[src/rtl/ascon_pkg.sv]
// Shared codes, rates and FSM encodings for the Ascon absorb feeder.
// Imported by the feeder top and its word packer.
package ascon_pkg;

  typedef enum logic [1:0] {
    SEL_AEAD128 = 2'b00,
    SEL_HASH256 = 2'b01,
    SEL_XOF128  = 2'b10,
    SEL_CXOF128 = 2'b11
  } sel_t;

  localparam logic [4:0] RATE_AEAD = 5'd16;
  localparam logic [4:0] RATE_HASH = 5'd8;

  typedef enum logic [1:0] {
    ST_IDLE  = 2'b00,
    ST_FILL  = 2'b01,
    ST_ISSUE = 2'b10,
    ST_DONE  = 2'b11
  } state_t;

  function automatic logic [4:0] rate_of(
    input logic [1:0] sel
  );
    return (sel == SEL_AEAD128) ? RATE_AEAD : RATE_HASH;
  endfunction

endpackage

[src/rtl/ascon_word_packer.sv]
// Writes one masked 32-bit word into its slot of a 128-bit block.
// Bytes at or beyond the block byte count are forced to zero.
module ascon_word_packer (
  input  logic [127:0] blk_in,
  input  logic [1:0]   idx,
  input  logic [4:0]   bc,
  input  logic [31:0]  word,
  output logic [127:0] blk_out
);

  logic [4:0]  base;
  logic [31:0] mword;

  // mask the word by byte position, then drop it into slot idx
  always_comb begin
    base    = {1'b0, idx, 2'b00};
    mword   = '0;
    blk_out = blk_in;
    for (int b = 0; b < 4; b++) begin
      if ((base + 5'(b)) < bc)
        mword[8*b +: 8] = word[8*b +: 8];
    end
    blk_out[{idx, 5'b00000} +: 32] = mword;
  end

endmodule

[src/rtl/ascon_absorb_feeder.sv]
// Packs a 32-bit word stream into Ascon rate blocks with a final pad block.
// Optional sticky protocol error flag: define ASCON_FEEDER_ERR_EN.
module ascon_absorb_feeder #(
  parameter int WORD_W = 32
) (
  input  logic              clk,
  input  logic              rst_n,
  input  logic              start,
  input  logic [1:0]        sel_type,
  input  logic [31:0]       msg_len,
  input  logic              in_valid,
  input  logic [WORD_W-1:0] in_data,
  output logic              in_ready,
  input  logic              blk_ready,
  output logic              process_en,
  output logic [127:0]      data,
  output logic [31:0]       data_length,
  output logic [31:0]       data_position,
  output logic              busy,
  output logic              done
`ifdef ASCON_FEEDER_ERR_EN
  ,
  output logic              err
`endif
);

  import ascon_pkg::*;

  state_t       state;
  logic [1:0]   sel_q;
  logic [2:0]   wcnt;
  logic [2:0]   wnext;
  logic [4:0]   rate;
  logic [31:0]  rate32;
  logic [31:0]  rem;
  logic         last;
  logic [4:0]   bc;
  logic [4:0]   bc3;
  logic [2:0]   wn;
  logic         acc;
  logic [127:0] packed_blk;

  // block geometry for the current position
  always_comb begin
    rate   = rate_of(sel_q);
    rate32 = {27'd0, rate};
    rem    = data_length - data_position;
    last   = rem < rate32;
    bc     = last ? rem[4:0] : rate;
    bc3    = bc + 5'd3;
    wn     = bc3[4:2];
    in_ready = (state == ST_FILL) && (wcnt < wn);
    acc    = in_valid & in_ready;
    wnext  = wcnt + {2'b00, acc};
  end

  // the strobe lands in the same cycle the absorb stage reports free
  assign process_en = (state == ST_ISSUE) & blk_ready;

  ascon_word_packer u_packer (
    .blk_in  (data),
    .idx     (wcnt[1:0]),
    .bc      (bc),
    .word    (in_data[31:0]),
    .blk_out (packed_blk)
  );

  // block sequencer; zero-word blocks skip FILL and go straight to ISSUE
  always_ff @(posedge clk or negedge rst_n) begin
    if (!rst_n) begin
      state         <= ST_IDLE;
      sel_q         <= 2'b00;
      wcnt          <= 3'd0;
      data          <= '0;
      data_length   <= '0;
      data_position <= '0;
      busy          <= 1'b0;
      done          <= 1'b0;
    end else begin
      done <= 1'b0;
      unique case (state)
        ST_IDLE: begin
          if (start) begin
            sel_q         <= sel_type;
            data_length   <= msg_len;
            data_position <= '0;
            data          <= '0;
            wcnt          <= 3'd0;
            busy          <= 1'b1;
            state <= (msg_len == 32'd0) ? ST_ISSUE : ST_FILL;
          end
        end
        ST_FILL: begin
          if (acc) begin
            data <= packed_blk;
            wcnt <= wnext;
          end
          if (wnext == wn)
            state <= ST_ISSUE;
        end
        ST_ISSUE: begin
          if (blk_ready) begin
            if (last) begin
              done  <= 1'b1;
              state <= ST_DONE;
            end else begin
              data_position <= data_position + {27'd0, bc};
              data          <= '0;
              wcnt          <= 3'd0;
              state <= (rem == rate32) ? ST_ISSUE : ST_FILL;
            end
          end
        end
        ST_DONE: begin
          busy  <= 1'b0;
          state <= ST_IDLE;
        end
        default: state <= ST_IDLE;
      endcase
    end
  end

`ifdef ASCON_FEEDER_ERR_EN
  // sticky misuse flag, cleared only by an accepted start
  always_ff @(posedge clk or negedge rst_n) begin
    if (!rst_n)
      err <= 1'b0;
    else if (state == ST_IDLE && start)
      err <= 1'b0;
    else if ((in_valid && (state == ST_IDLE || state == ST_DONE)) ||
             (start && state != ST_IDLE))
      err <= 1'b1;
  end
`endif

endmodule
[config.mk]
export PLATFORM = sky130hd
export DESIGN_NAME = ascon_absorb_feeder
export DESIGN_NICKNAME = d
export VERILOG_FILES = /design/src/rtl/ascon_pkg.sv /design/src/rtl/ascon_word_packer.sv /design/src/rtl/ascon_absorb_feeder.sv
export SDC_FILE = /design/constraint.sdc
export NUM_CORES = 1
export LEC_CHECK = 0
export ABC_AREA = 1
export BUFFER_PORTS_ARGS = -buffer_cell sky130_fd_sc_hd__buf_2
export CAP_MARGIN = 40
export CORE_MARGIN = 2
export CORE_UTILIZATION = 55
export DETAILED_ROUTE_END_ITERATION = 10
export GPL_ROUTABILITY_DRIVEN = 0
export HOLD_SLACK_MARGIN = 0.12
export PLACE_DENSITY = 0.84
export SYNTH_ARGS = -nofsm -noshare
export SYNTH_HDL_FRONTEND = slang
export SYNTH_SLANG_ARGS = --single-unit
[constraint.sdc]
create_clock -name clk -period 6.4 [get_ports clk]
set_input_delay 0.96 -clock clk [delete_from_list [all_inputs] [get_ports clk]]
set_output_delay 0.96 -clock clk [all_outputs]
set_load 0.03 [all_outputs]
==> parameters.txt, run 1 <==
Parameter                              Value

Run status
  Result of the run ... completed

Global route
  Number of global-route vias before repair ... 12800
  Maximum number of pins on one net before global-route repair ... 82
  Overflow after GRT ... 0
  Number of antenna violations at the first check in global routing ... 0
  Global-route wire length before repair ... ~66000 um
  Global router's overall resource usage ... 33.2%

Finish
  Commonest cells after routing, fill and taps aside ... nand2_1 (716), buf_2 (265), inv_1 (240)
  Fill cell count ... just over 2000
  Cell Count, Final, Fillers Out ... 2483
  Commonest non-fill, non-tap cell in the layout ... nand2_1
  Layout area overhead ... 17.9%
  Fraction of final layout cells sized beyond drive strength 1 ... 16.6%
  Number of antenna repair diodes ... 0
  Final nets ... 2269

Clocking
  Quantity of hold-fixing buffers added after cts ... 0
  CTS tree ... yes
  Setup fix buffers added after clock tree synthesis ... 0
  Deepest level of the CTS H-tree ... 1
  Maximum root-to-sink buffer count ... 3
  Register clock-pin slew on the reported worst setup and hold paths ... 0.06 ns
  Clock tree root buffer cell ... clkbuf_16
  Quantity of gates resized following cts ... 0
  Later-pin clock latency in the skew report ... 0.52 ns
  CTS sink cnt ... 201
  Num CTS Buffers ... 22

Yosys
  Synthesized instance count ... 1907
  Number of warnings reported in the yosys synthesis log ... 0
  Post-Syn Area per Cell ... 6.80 um^2
  Flip-flop and latch count after synthesis ... 201
  Post-Syn Area ... 13000 um^2
  Sequential fraction of the synthesis area ... between 30% and 40%
  Net Count, Synth ... 2028
  Count of distinct cell types in the synthesized netlist ... 46

Floorplan
  Initial standard-cell utilization of the core ... 55.6%
  Ports ... around 270
  Die width ... ~160 um
  Die footprint ... 24800 um^2
  Number of cell rows ... 56
  Core region area ... 23300 um^2
  DIE HEIGHT ... about 160 um

Timing
  Count of final hold-check violations ... 0
  Maximum operating frequency ... ~170 MHz
  Final total negative setup slack ... 0 ns
  Total of endpoints with negative setup slack in the final report ... 0
  Minimum period implied by the final worst setup slack ... 5.85 ns
  Final clock skew ... 0.0101 ns
  Max-slew headroom ... between 40% and 50%
  Transition time at the pin with the least slew margin ... 0.785 ns
  Number of pins with negative max-slew slack in the final report ... 0
  Unrepaired setup endpoints after global routing ... false
  Post-route clock period utilization ... 91.3%

Placement
  IO Port Bufs ... 266
  Half-perimeter wire length after placement ... 31500 um
  Count of placed standard cells including taps ... ~2400

Setup path
  Type of element capturing the critical path ... output port
  Max incr delay on CP ... approximately 0.49 ns
  Max FO, Critical Path ... 9
  Slowest cell on the critical path ... ha_1
  Total buffers and inverters traversed by the critical path ... 3
  Critical path launch point type ... register
  WP data arrival ... 4.89 ns
  Required arrival time at the worst endpoint ... around 5.4 ns
  Crit-path leading delay family ... simple AND/OR/NAND/NOR gates
  Crit Path Class ... reg2out
  Reg2Reg Depth ... 29
  Depth of the critical timing path with buffers and inverters included ... 25
  Cell seen most often among critical-path stages ... nand2_1

Power and ir drop
  Internal power summed over all cells ... 3.52 mW
  Sequential cell fraction of total power ... 21.7%
  Clock share of power ... 17.7%
  Leak ... 8.51 nW
  Switching share of total power ... 53.1%
  Net load switching power ... around 4 mW
  Overall Power ... about 7.5 mW
  Total power divided by cell area ... 491 nW/um^2
  Fraction of power consumed by combinational cells ... 60.6%
  Peak supply drop ... 318 uV

Detailed routing
  1st-pass router iterations ... 7
  Total wire length ... 41700 um
  Mean routed wirelength per cell ... 16.8 um
  DRT antenna net count ... 0
  Detailed-route via count ... 13800
  Detail-routed via count per cell ... 5.57
  # DRC ... 0
  DR iter-0 viols ... 1529

Run
  Max-cap violations ... 0

Worst hold path
  Path class of the lowest-slack min-delay path ... in2async
power by group through the flow:
| stage | Combinational (mW) | Clock, mW | Sequential, mW |
|---|---|---|---|
| after floorplan | 3.10 | 0 | 1.93 |
| after global placement | 4.30 | 0 | 1.64 |
| after detailed placement | 4.41 | 0 | 1.64 |
| after CTS | 4.43 | 1.34 | 1.62 |
| after global routing | 5.03 | 1.39 | 1.64 |
| final | 4.55 | 1.33 | 1.63 |
cells by family (layout without fill, tap and decap cells):
family | Yosys count | count (layout) | synth area share [%]
compound gates | 189 | 189 | 7.83
fa+ha+maj | 50 | 50 | 4.94
xor+xnor | 17 | 17 | 1.15
simple gates | 1141 | 1141 | 37.7
buf+inv | 309 | 566 | 9.63
flops | 201 | 201 | 38.8
stage by stage:
stage          worst slack [ns]  hold slack (ns)  util (%)  area [um^2]
6_report                  0.554            0.450      65.5        15300
5_1_grt                  0.0788            0.489      65.5        15300
4_1_cts                   0.626            0.473      65.5        15300
3_5_place_dp               1.17            0.460      62.3        14500
3_3_place_gp               1.37            0.459      62.0        14500
2_1_floorplan              1.16            0.443         -        13000
metal layers:
metal  vias to the layer above  track usage (%)  share of wire, %
li1                       6564                -                 -
met1                      6337             44.0                40
met2                       779             52.6                45
met3                       151             6.33                11
met4                         0             15.7               5.2
met5                         -                0                 0
sequential cells by signal, indices dropped and copies added, names as in the netlist:
signal / count
data_position: 32
wcnt: 3
data_length: 32
sel_q: 2
data: 128
done: 1
busy: 1
state: 2
Yosys cell counts (all sizes together):
master | number | area, um^2
ha | 48 | 601
nand2 | 723 | 2740
clkinv | 3 | 11.3
nand3 | 129 | 691
o211ai | 1 | 7.51
a211oi | 1 | 7.51
buf | 32 | 209
nand3b | 6 | 70.1
o21a | 2 | 15.0
nor3 | 26 | 130
nand4 | 73 | 457
nor4 | 11 | 68.8
a21oi | 38 | 190
a22oi | 1 | 7.51
or2 | 1 | 6.26
o31ai | 4 | 30.0
o21ai | 133 | 692
clkbuf | 29 | 109
o22ai | 4 | 25.0
o21bai | 2 | 18.8
fa | 2 | 40.0
xor2 | 11 | 96.3
xnor2 | 6 | 52.6
a21boi | 1 | 7.51
nor2 | 167 | 687
and2 | 3 | 21.3
inv | 245 | 920
a21o | 2 | 15.0
dfrtp | 201 | 5030
and3 | 2 | 12.5
worst paths after layout:
kind | startpoint | endpoint | slack [ns]
min in group clk | data[96] | data[96] | 0.47
worst min-delay path | rst_n | data_length[2] | 0.45
max in group asynchronous | rst_n | data_position[30] | 4.77
worst max-delay path | data_position[25] | in_ready | 0.55
worst max register to register | data_position[25] | data[33] | 1.03
worst min register to register | data[96] | data[96] | 0.47
final cells by class:
type                            count  area (um^2)  area share [%]
Inverter                          248          931            6.09
Clock buffer                       34          666            4.35
Tap cell                          319          399            2.61
Multi-Input combinational cell   1397         6700            43.8
Sequential cell                   201         5030            32.9
Clock inverter                      6         93.8           0.614
Timing Repair Buffer              278         1470            9.64
(Power assumes the default switching activity.)
==> run 2, diff against run 1 <==
--- a/config.mk
+++ b/config.mk
@@ -13,7 +13,7 @@
 export DETAILED_ROUTE_END_ITERATION = 10
 export GPL_ROUTABILITY_DRIVEN = 0
 export HOLD_SLACK_MARGIN = 0.12
-export PLACE_DENSITY = 0.84
+export PLACE_DENSITY = 0.86
 export SYNTH_ARGS = -nofsm -noshare
 export SYNTH_HDL_FRONTEND = slang
 export SYNTH_SLANG_ARGS = --single-unit
==> run 2 against run 1 <==
- flip-flop and latch count is the same
- final cell count is essentially flat
- global-route usage shrank 0.54 points
- maximum frequency is essentially flat
- combinational power is essentially flat
- sequential power is essentially flat
- worst setup slack lost 0.0019 ns
- die area is the same
- non-clock buffer count shrank 1
- sequential share of layout area shrank 0.11 points
==> parameters.txt, run 2 (synthesis results as in run 1) <==
Parameter                              Value

Run status
  Result of the run ... completed (unchanged)

Finish
  Layout area overhead ... 18.3% (was 17.9%)
  Commonest cells after routing, fill and taps aside ... nand2_1 (716), buf_2 (265), inv_1 (240) (unchanged)
  Core utilization of the finished layout ... 65.8% (was 65.5%)
  Commonest non-fill, non-tap cell in the layout ... nand2_1 (unchanged)
  Fill cell count ... 2005 (was 2028)
  Most flop-heavy register ... data (unchanged)
  Max FFs per register ... 128 (unchanged)
  Largest regs ... data (128), data_length (32), data_position (32) (unchanged)
  Final nets ... 2269 (unchanged)
  Cell Count, Final, Fillers Out ... 2484 (was 2483)
  Fraction of final layout cells sized beyond drive strength 1 ... 16.8% (was 16.6%)
  Layout Cell Area excl Fill ... 15300 um^2 (about the same)
  Footprint of the multi-input gates ... 6700 um^2 (unchanged)
  Storage element area ... 5030 um^2 (unchanged)

Detailed routing
  Detailed-route via count ... 13900 (was 13800)
  Detail-routed via count per cell ... 5.60 (was 5.57)
  DRT antenna net count ... 0 (unchanged)
  # DRC ... 0 (unchanged)
  Mean routed wirelength per cell ... 16.6 um (was 16.8 um)
  1st-pass router iterations ... 8 (was 7)
  DR iter-0 viols ... 1715 (was 1529)
  Total wire length ... 41200 um (was 41700 um)

Placement
  Half-perimeter wire length after placement ... 31300 um (was 31500 um)
  Area after DPL ... 14500 um^2 (about the same)
  Count of placed standard cells including taps ... 2442 (was 2443)
  IO Port Bufs ... 266 (unchanged)

Floorplan
  Die footprint ... 24800 um^2 (unchanged)
  Core region area ... 23300 um^2 (unchanged)
  DIE HEIGHT ... 158 um (unchanged)
  Ports ... 267 (unchanged)
  Initial standard-cell utilization of the core ... 55.6% (unchanged)
  Number of cell rows ... 56 (unchanged)
  Die width ... 158 um (unchanged)

Timing
  Max-slew headroom ... 50.0% (was 47.5%)
  Final clock skew ... 0.0197 ns (was 0.0101 ns)
  Number of pins with negative max-slew slack in the final report ... 0 (unchanged)
  Post-route worst hold slack ... 0.341 ns (was 0.450 ns)
  Total of endpoints with negative setup slack in the final report ... 0 (unchanged)
  Final total negative setup slack ... 0 ns (unchanged)
  Post-route clock period utilization ... 91.4% (was 91.3%)
  Maximum operating frequency ... 171 MHz (about the same)
  Minimum period implied by the final worst setup slack ... 5.85 ns (about the same)
  Transition time at the pin with the least slew margin ... 0.747 ns (was 0.785 ns)
  Unrepaired setup endpoints after global routing ... false (unchanged)
  Count of final hold-check violations ... 0 (unchanged)

Clocking
  Register clock-pin slew on the reported worst setup and hold paths ... 0.06 ns (about the same)
  Quantity of hold-fixing buffers added after cts ... 0 (unchanged)
  Setup fix buffers added after clock tree synthesis ... 0 (unchanged)
  Later-pin clock latency in the skew report ... 0.52 ns (about the same)
  Deepest level of the CTS H-tree ... 1 (unchanged)
  CTS sink cnt ... 201 (unchanged)
  Maximum root-to-sink buffer count ... 3 (unchanged)
  Clock tree root buffer cell ... clkbuf_16 (unchanged)
  CTS tree ... yes (unchanged)
  Num CTS Buffers ... 23 (was 22)
  Quantity of gates resized following cts ... 0 (unchanged)

Run
  Max-cap violations ... 0 (unchanged)

Setup path
  Crit Path Class ... reg2out (unchanged)
  Slowest cell on the critical path ... fa_1 (was ha_1)
  Type of element capturing the critical path ... output port (unchanged)
  Worst-path cell chain ... inv_1 -> ha_1 -> inv_1 -> fa_1 -> nand3_1 -> nand3_1 -> xor2_1 -> ha_1 -> nand4_1 -> nand2_1 -> nor2_4 -> nand3_4 -> nand2_1 -> nand2_1 -> inv_1 -> nand2_1 -> nand2_1 -> nand2_1 -> ha_1 -> nand2_1 -> nand2_1 -> nor2_1 -> a21boi_0 -> buf_2
  Critical path launch point type ... register (unchanged)
  Required arrival time at the worst endpoint ... 5.44 ns (about the same)
  Max incr delay on CP ... 0.45 ns (was 0.49 ns)
  Cell seen most often among critical-path stages ... nand2_1 (unchanged)
  Total buffers and inverters traversed by the critical path ... 4 (was 3)
  Crit-path leading delay family ... simple AND/OR/NAND/NOR gates (unchanged)
  WP data arrival ... 4.89 ns (about the same)
  Max FO, Critical Path ... 9 (unchanged)

Global route
  Global router's overall resource usage ... 32.7% (was 33.2%)
  Number of antenna violations at the first check in global routing ... 1 (was 0)
  Maximum number of pins on one net before global-route repair ... 95 (was 82)
  Overflow after GRT ... 0 (unchanged)
  Global-route wire length before repair ... 64500 um (was 65600 um)
  Number of global-route vias before repair ... 12600 (was 12800)

Worst hold path
  Path class of the lowest-slack min-delay path ... in2async (unchanged)

Power and ir drop
  Total power divided by cell area ... 491 nW/um^2 (about the same)
  Peak supply drop ... 298 uV (was 318 uV)
  Leak ... 8.52 nW (was 8.51 nW)
## run 2: path summary, 6_finish.rpt
check                                from           endpoint  slack, ns  cells after the start
max reg2reg                data_length[0]           data[49]       1.02                     28
max                        data_length[0]           in_ready       0.55                     24
min                                 rst_n     data_length[3]       0.34                      1
min in group clk                 data[34]           data[34]       0.48                      2
min reg2reg                      data[34]           data[34]       0.48                      2
max in group asynchronous           rst_n  data_position[10]       4.73                      3
## run 2: per-stage QoR
| step | power, mW | setup WS [ns] |
|---|---|---|
| 6_report | 7.53 | 0.552 |
| 5_1_grt | 8.11 | 0.103 |
| 4_1_cts | 7.44 | 0.571 |
| 3_5_place_dp | 6.02 | 1.17 |
| 3_3_place_gp | 5.90 | 1.37 |
| 2_1_floorplan | 5.02 | 1.16 |
## run 2: worst reg2reg max path: cells and delay by family (launching register included)
kind | cells | cell delay, ns
buf+inv | 4 | 0.77
fa+ha+maj | 4 | 1.19
flops | 1 | 0.38
xor+xnor | 1 | 0.32
simple gates | 19 | 2.63
## run 2: report_power, final
part | internal, mW | switching (mW)
sequential | 1.45 | 0.155
clock | 0.860 | 0.540
combinational | 1.26 | 3.26
## run 2: layer usage
metal  GRT usage, %  routed length [um]
met5              0                   0
met3           5.70                4210
met1           43.4               16300
met4           18.1                2570
met2           50.8               18100
## run 2: cell type report
type,instances,share of cell area [%]
multi-input combinational,1397,43.7
sequential,201,32.8
timing repair buffer,277,9.56
tap,319,2.60
antenna,1,0.0163
clock inverter,10,0.905
inverter,248,6.07
clock buffer,31,4.40
